--- config.mk ---
export PLATFORM = sky130hd
export DESIGN_NAME = add_seq_ctrl
export DESIGN_NICKNAME = d
export VERILOG_FILES = /design/src/rtl/add_seq_ctrl.sv
export SDC_FILE = /design/constraint.sdc
export NUM_CORES = 1
export LEC_CHECK = 0
export BUFFER_PORTS_ARGS = -buffer_cell sky130_fd_sc_hd__buf_4
export CAP_MARGIN = 20
export CORE_MARGIN = 8
export CORE_UTILIZATION = 40
export CTS_CLUSTER_DIAMETER = 80
export DETAILED_ROUTE_END_ITERATION = 16
export SLEW_MARGIN = 30
export SYNTH_ARGS = -nofsm -noshare
export SYNTH_HDL_FRONTEND = slang
export SYNTH_SLANG_ARGS = --single-unit
--- constraint.sdc ---
create_clock -name clk -period 7.8 [get_ports clk]
set_clock_uncertainty 0.1 [all_clocks]
set_input_delay 1.56 -clock clk [delete_from_list [all_inputs] [get_ports clk]]
set_output_delay 1.56 -clock clk [all_outputs]
set_load 0.02 [all_outputs]
--- src/rtl/add_seq_ctrl.sv ---
// Sequential multi-cycle adder: one SLICE-bit adder is reused over NSLICE cycles
// to form a WIDTH-bit sum with carry-out, framed by IDLE/RUN/DONE control.
module add_seq_ctrl #(
    parameter int WIDTH = 128,
    parameter int SLICE = 32
) (
    input  logic             clk,
    input  logic             rst_n,
    input  logic             start,
    input  logic [WIDTH-1:0] a,
    input  logic [WIDTH-1:0] b,
    input  logic             cin,
    output logic             busy,
    output logic             done,
    output logic [WIDTH-1:0] sum,
    output logic             cout
);

    localparam int NSLICE = WIDTH / SLICE;
    localparam int IDXW   = (NSLICE > 1) ? $clog2(NSLICE) : 1;
    localparam logic [IDXW-1:0] LAST_IDX = IDXW'(NSLICE - 1);

    typedef enum logic [1:0] {IDLE, RUN, DONE} state_t;

    state_t                       state;
    logic [NSLICE-1:0][SLICE-1:0] op_a, op_b, acc, acc_next;
    logic                         carry;
    logic [IDXW-1:0]              idx;
    logic [SLICE-1:0]             s_sum;
    logic                         s_co;
    logic                         accept;

    // The single shared slice adder, steered by the slice index.
    always_comb begin
        {s_co, s_sum} = {1'b0, op_a[idx]} + {1'b0, op_b[idx]} + {{SLICE{1'b0}}, carry};
    end

    // NOTE: every always_comb output gets a full default first so no latch is inferred.
    always_comb begin
        acc_next      = acc;
        acc_next[idx] = s_sum;
    end

    assign accept = start && (state == IDLE || state == DONE);

    // NOTE: state updates use non-blocking assignments so all registers see pre-edge values.
    always_ff @(posedge clk or negedge rst_n) begin
        if (!rst_n) begin
            // NOTE: operand and accumulator registers are reset too, so no stale data survives an abort.
            state <= IDLE;
            busy  <= 1'b0;
            done  <= 1'b0;
            sum   <= '0;
            cout  <= 1'b0;
            idx   <= '0;
            carry <= 1'b0;
            op_a  <= '0;
            op_b  <= '0;
            acc   <= '0;
        end else begin
            done <= 1'b0;
            case (state)
                IDLE, DONE: begin
                    if (accept) begin
                        op_a  <= a;
                        op_b  <= b;
                        carry <= cin;
                        idx   <= '0;
                        state <= RUN;
                        busy  <= 1'b1;
                    end else begin
                        state <= IDLE;
                    end
                end
                RUN: begin
                    acc   <= acc_next;
                    carry <= s_co;
                    if (idx == LAST_IDX) begin
                        sum   <= acc_next;
                        cout  <= s_co;
                        state <= DONE;
                        busy  <= 1'b0;
                        done  <= 1'b1;
                    end else begin
                        idx <= idx + IDXW'(1);
                    end
                end
                default: begin
                    state <= IDLE;
                    busy  <= 1'b0;
                end
            endcase
        end
    end

endmodule

-- Word level (Yosys, flattened, before mapping)
Cells that the tools add are included.
- memories: 0
- input port bits: 260
- bits in latches: 0
- bits in read-only memories: 0
- word-level logic and storage cells: 61
- register bits: 520
- output and inout bits: 131
- RAM bits: 0
- add/subtract/negate cells: 3
- muxes and demuxes: 20
- order comparisons: 2
- div/mod/pow operators: 0
- $mul: 0
- bitwise logic cells: 0
- reduce and logical (&&, ||, !) cells: 11
- shifts and indexed selects: 0
- equality and inequality tests: 6
- operators by type and width (operator ; number):
    binary-select mux 32 bit (select 2 bit) ; 2
    bitwise mux 128 bit ; 1
    2-to-1 mux 32 bit ; 3
    demux 32 bit (select 2 bit) ; 1
    adder 32 x 32 -> 33 bit ; 1
    adder 33 x 1 -> 33 bit ; 1
    case mux 2 bit (2 select lines) ; 2
    AND reduction 2 bit ; 4
    2-to-1 mux 1 bit ; 6
    2-to-1 mux 2 bit ; 3
    inequality test 2 bit (second input constant) ; 3
    == test 2 bit (second input constant) ; 2
    case mux 1 bit (2 select lines) ; 2
    < comparator 2 x 3 -> 1 bit (second input constant) ; 1
    AND reduction 3 bit ; 1
    adder 2 x 1 -> 2 bit (second input constant) ; 1
    == test 2 x 1 -> 1 bit (second input constant) ; 1
    >= comparator 2 x 1 -> 1 bit (second input constant) ; 1
    logical AND 1 bit ; 2
    logical NOT 2 bit ; 1
    nonzero test 2 bit ; 1
    OR reduction 2 bit ; 1
    logical OR 1 bit ; 1

-- Longest topological paths before layout
- word-level depth: 5
- mapped depth: 13
- mapped depth without buffers: 11

-- Worst setup path before layout
No wires, ideal clock.
- path kind: flip-flop to flip-flop
- start point: register idx[0]
- end point: register sum[94]
- data required time: 7.576 ns
- library setup time: 0.124 ns
- data arrival time: 4.164 ns
- period minus slack after synthesis: 4.388 ns
- buffers on the path: 2
- slack: 3.412 ns
- cell stages (with the launch flop): 13
- cells stage by stage: dfrtp_1 buf_1 buf_1 mux4_2 ha_1 and2_4 and3_1 a221o_1 a221o_1 a2111o_1 and3_4 nor3_1 o21ai_1
- longest elaborated chain between the ends: 5
- elaborated cells on any way between the ends: 14
- those cells by class: add/sub: 2; order compare: 2; eq/ne: 1; mux: 7; reduce/logical: 2
- ends and longest elaborated chain (what ; RTL line ; RTL):
    start: declaration ; 28 ; logic [IDXW-1:0] idx;
    start signal: assignment ; 85 ; idx <= idx + IDXW'(1);
    binary-select mux 32 bit (select 2 bit) (tied with other cells) ; 35 ; {s_co, s_sum} = {1'b0, op_a[idx]} + {1'b0, op_b[idx]} + {{SLICE{1'b0}}, carry};
    2-to-1 mux 32 bit (implied by the code) or logical AND 1 bit (tied branches) ; 35, 41 ;
    adder 32 x 32 -> 33 bit or 2-to-1 mux 32 bit (tied branches) ; 35, 41 ;
    adder 33 x 1 -> 33 bit or demux 32 bit (select 2 bit) (tied branches) ; 35, 41 ;
    bitwise mux 128 bit ; 41 ; acc_next[idx] = s_sum;
    end signal: assignment ; 79 ; sum <= acc_next;
    end: declaration ; 15 ; output logic [WIDTH-1:0] sum,
Parallel ways exist; a longest one is shown, timed or not. The select of a mux whose other input is x is not followed.
A chain may end at the register's enable or synchronous reset.

-- Final worst setup path
- start point: register idx[0]
- end point: register sum[26]
Same word-level chain as after synthesis.

==> flow_metrics.tcl <==
set metrics [dict create \
    status "complete, no violations" \
    clkTransAtPathRegs_ns 0.06 \
    synthFlopType "dfrtp_1" \
    coreArea_um2 54800 \
    synth.area.top_cells "dfrtp_1 55%, mux2_2 14%, mux4_2 6.5%" \
    grt_pass1_wl_mm 102 \
    worstHoldStart "acc[93]" \
    slew_viol_final 0 \
    min_path_type "flip-flop to flip-flop" \
    ys_seq_area_share_pct 55.4 \
    max_cap_viol_count 0 \
    ys_ff_latch 488 \
    via_count 15599 \
    drt_pass1_iterations 5 \
    crit-reg2reg-launch "idx[0]" \
    overflow 0 \
    cp_slowest_cell "dfrtp_4" \
    final_layout_size_suffix_gt1_share_pct 38.8 \
    cts_resized 0 \
    fp.dieArea_um2 62900 \
    fmax_ghz 0.198 \
    dp_hpwl_mm 48.0 \
    cp_cell_sequence "buf_16, mux4_2, fa_1, fa_1, a21o_1, a221o_1, a211oi_2, nor4b_1, buf_4, a21o_1, a31oi_4, xor2_2, o21ai_1" \
    startpoint "idx[0]" \
    clock_path_buffers 3 \
    root_buffer "clkbuf_16" \
    postSynthAreaPerCell_um2 12.1 \
    antenna_found_initial 6 \
    startpoint_type "flip-flop" \
    hold_ws_ns 0.370 \
    synth.largest_area_cell "dfrtp_1" \
    post_cts.repair.setup_buffers 0 \
    slowest_delay_ns 0.70 \
    gp_congestion 0.840 \
    fillers 4840 \
    synth-edff-count 0 \
    drc 0 \
    min_period_over_period_pct 64.7 \
    syn_nets 2118 \
    syn_area_um2 22100 \
    worstSetupPathType "flip-flop to flip-flop" \
    hold_violations 0 \
    antenna_left 0 \
    wl_per_cell_um 22.7 \
    setup_viol 0 \
    max_slew_margin_pct 39.9 \
    insertion_delay_ns 0.58 \
    grt_max_degree 173 \
    syn2layout_area_growth_pct 24.7 \
    routed_via_density 5.35 \
    synthCells 1821 \
    final_common_cell "dfrtp_1" \
    port_buffers 390 \
    clock_sinks 488 \
    nets 2466 \
    placementRows 86 \
    postCtsHoldBufs 0 \
    critPathCaptureType "flip-flop" \
    grt_util_all_layers_pct 20.7 \
    ys_types 57 \
    drt-total-wl_mm 66.3 \
    io-pin-count 391 \
    worstPathRequired_ns 8.14 \
    yosys.area.top_type_share_pct 55.4 \
    grt_pass1_vias 16426 \
    synth_warnings 0 \
    die_height_um 251 \
    htreeDepth 2 \
    worst-endpoint-arrival_ns 5.39 \
    async_flop_share_pct 100 \
    cp_max_fo 29 \
    fin_crit_ns 5.05 \
    die_w_um 251 \
    drt_iter0_markers 975 \
    final.setup.tns_ns 0 \
    initial_core_util_pct 40.3 \
    tightest_slew_ns 0.896 \
    rsz0062_at_grt "no" \
    numCtsBuffers 53 \
    mostFrequentLayoutCells "486 x dfrtp_1, 406 x buf_4, 266 x mux2_2" \
    cts_tree "built" \
]
==> registers in the layout (all words and copies together), names as in the netlist <==
register / count
acc: 96
op_a: 128
busy: 1
sum: 128
done: 1
op_b: 128
idx: 2
state: 2
carry: 1
cout: 1
==> stage by stage <==
step | cell area (µm²) | setup WS [ns] | cells | util [%]
global placement | 25600 | 2.61 | 2813 | 46.8
detailed placement | 25700 | 2.76 | 2816 | 47.0
floorplan | 22100 | 3.41 | 1821 | -
CTS | 27400 | 2.74 | 2910 | 50.1
global route | 27500 | 2.48 | 2913 | 50.2
finish | 27500 | 2.75 | 2915 | 50.2
==> critical path: cells and delay by family (launching register included) <==
| kind | cells | cell delay [ns] |
|---|---|---|
| AOI/OAI and AO/OA | 6 | 1.62 |
| xor gates and xnor gates | 1 | 0.38 |
| adders and majority gates | 2 | 0.92 |
| buffers and inverters | 2 | 0.47 |
| DFF | 1 | 0.70 |
| muxes | 1 | 0.57 |
| and+or+nand+nor | 1 | 0.13 |
==> metal layers <==
metal	vias up	global-route usage, %	part of all wire [%]	wire length, µm
li1	7209	-	-	-
met1	7863	28.9	46	30200
met2	434	32.5	46	30800
met3	87	5.09	6.0	3950
met4	6	5.10	1.9	1260
met5	-	0	0.062	41
==> synthesized netlist by cell type, drive strengths merged, types with 13 or more instances <==
| cell | instances |
|---|---|
| o21ai | 206 |
| nor2 | 63 |
| inv | 13 |
| buf | 15 |
| mux4 | 64 |
| nor3 | 17 |
| a21o | 19 |
| a21oi | 106 |
| mux2 | 266 |
| nand2 | 231 |
| xnor2 | 17 |
| xor2 | 15 |
| mux2i | 28 |
| and3 | 41 |
| clkbuf | 108 |
| dfrtp | 488 |
| ha | 35 |
==> area by class of cell <==
cell class                      count  area, µm²  area share, %
Multi-Input combinational cell   1197       9370           34.1
Sequential cell                   488      12200           44.4
Antenna cell                        3       7.51         0.0273
Timing Repair Buffer              416       3260           11.9
Inverter                           13       48.8          0.177
Clock inverter                     19        203          0.737
Clock buffer                       75       1520           5.52
Tap cell                          704        881           3.20
==> cell families (layout without fill, tap and decap cells) <==
| family | after synthesis | in the layout | share of synthesized area, % |
|---|---|---|---|
| xor+xnor | 32 | 32 | 1.34 |
| buf+inv | 136 | 523 | 2.31 |
| flops | 488 | 488 | 55.4 |
| compound gates | 376 | 376 | 9.60 |
| fa+ha+maj | 37 | 37 | 2.17 |
| simple gates | 394 | 394 | 7.82 |
| other cells | 0 | 3 | 0 |
| mux | 358 | 358 | 21.4 |
==> path summary, 6_finish.rpt <==
check                               end  slack (ns)  depth (start not counted)
worst max register to register  sum[26]        2.75                         13
min in group asynchronous       acc[17]        0.80                          1
worst max-delay path            sum[26]        2.75                         13
worst min-delay path            acc[93]        0.37                          2
max in group asynchronous        idx[1]        5.22                          3
worst min register to register  acc[93]        0.37                          2
Power is left out: the tool's default activity adds up to more than one toggle a clock period on the data nets, which glitch-free logic cannot reach.
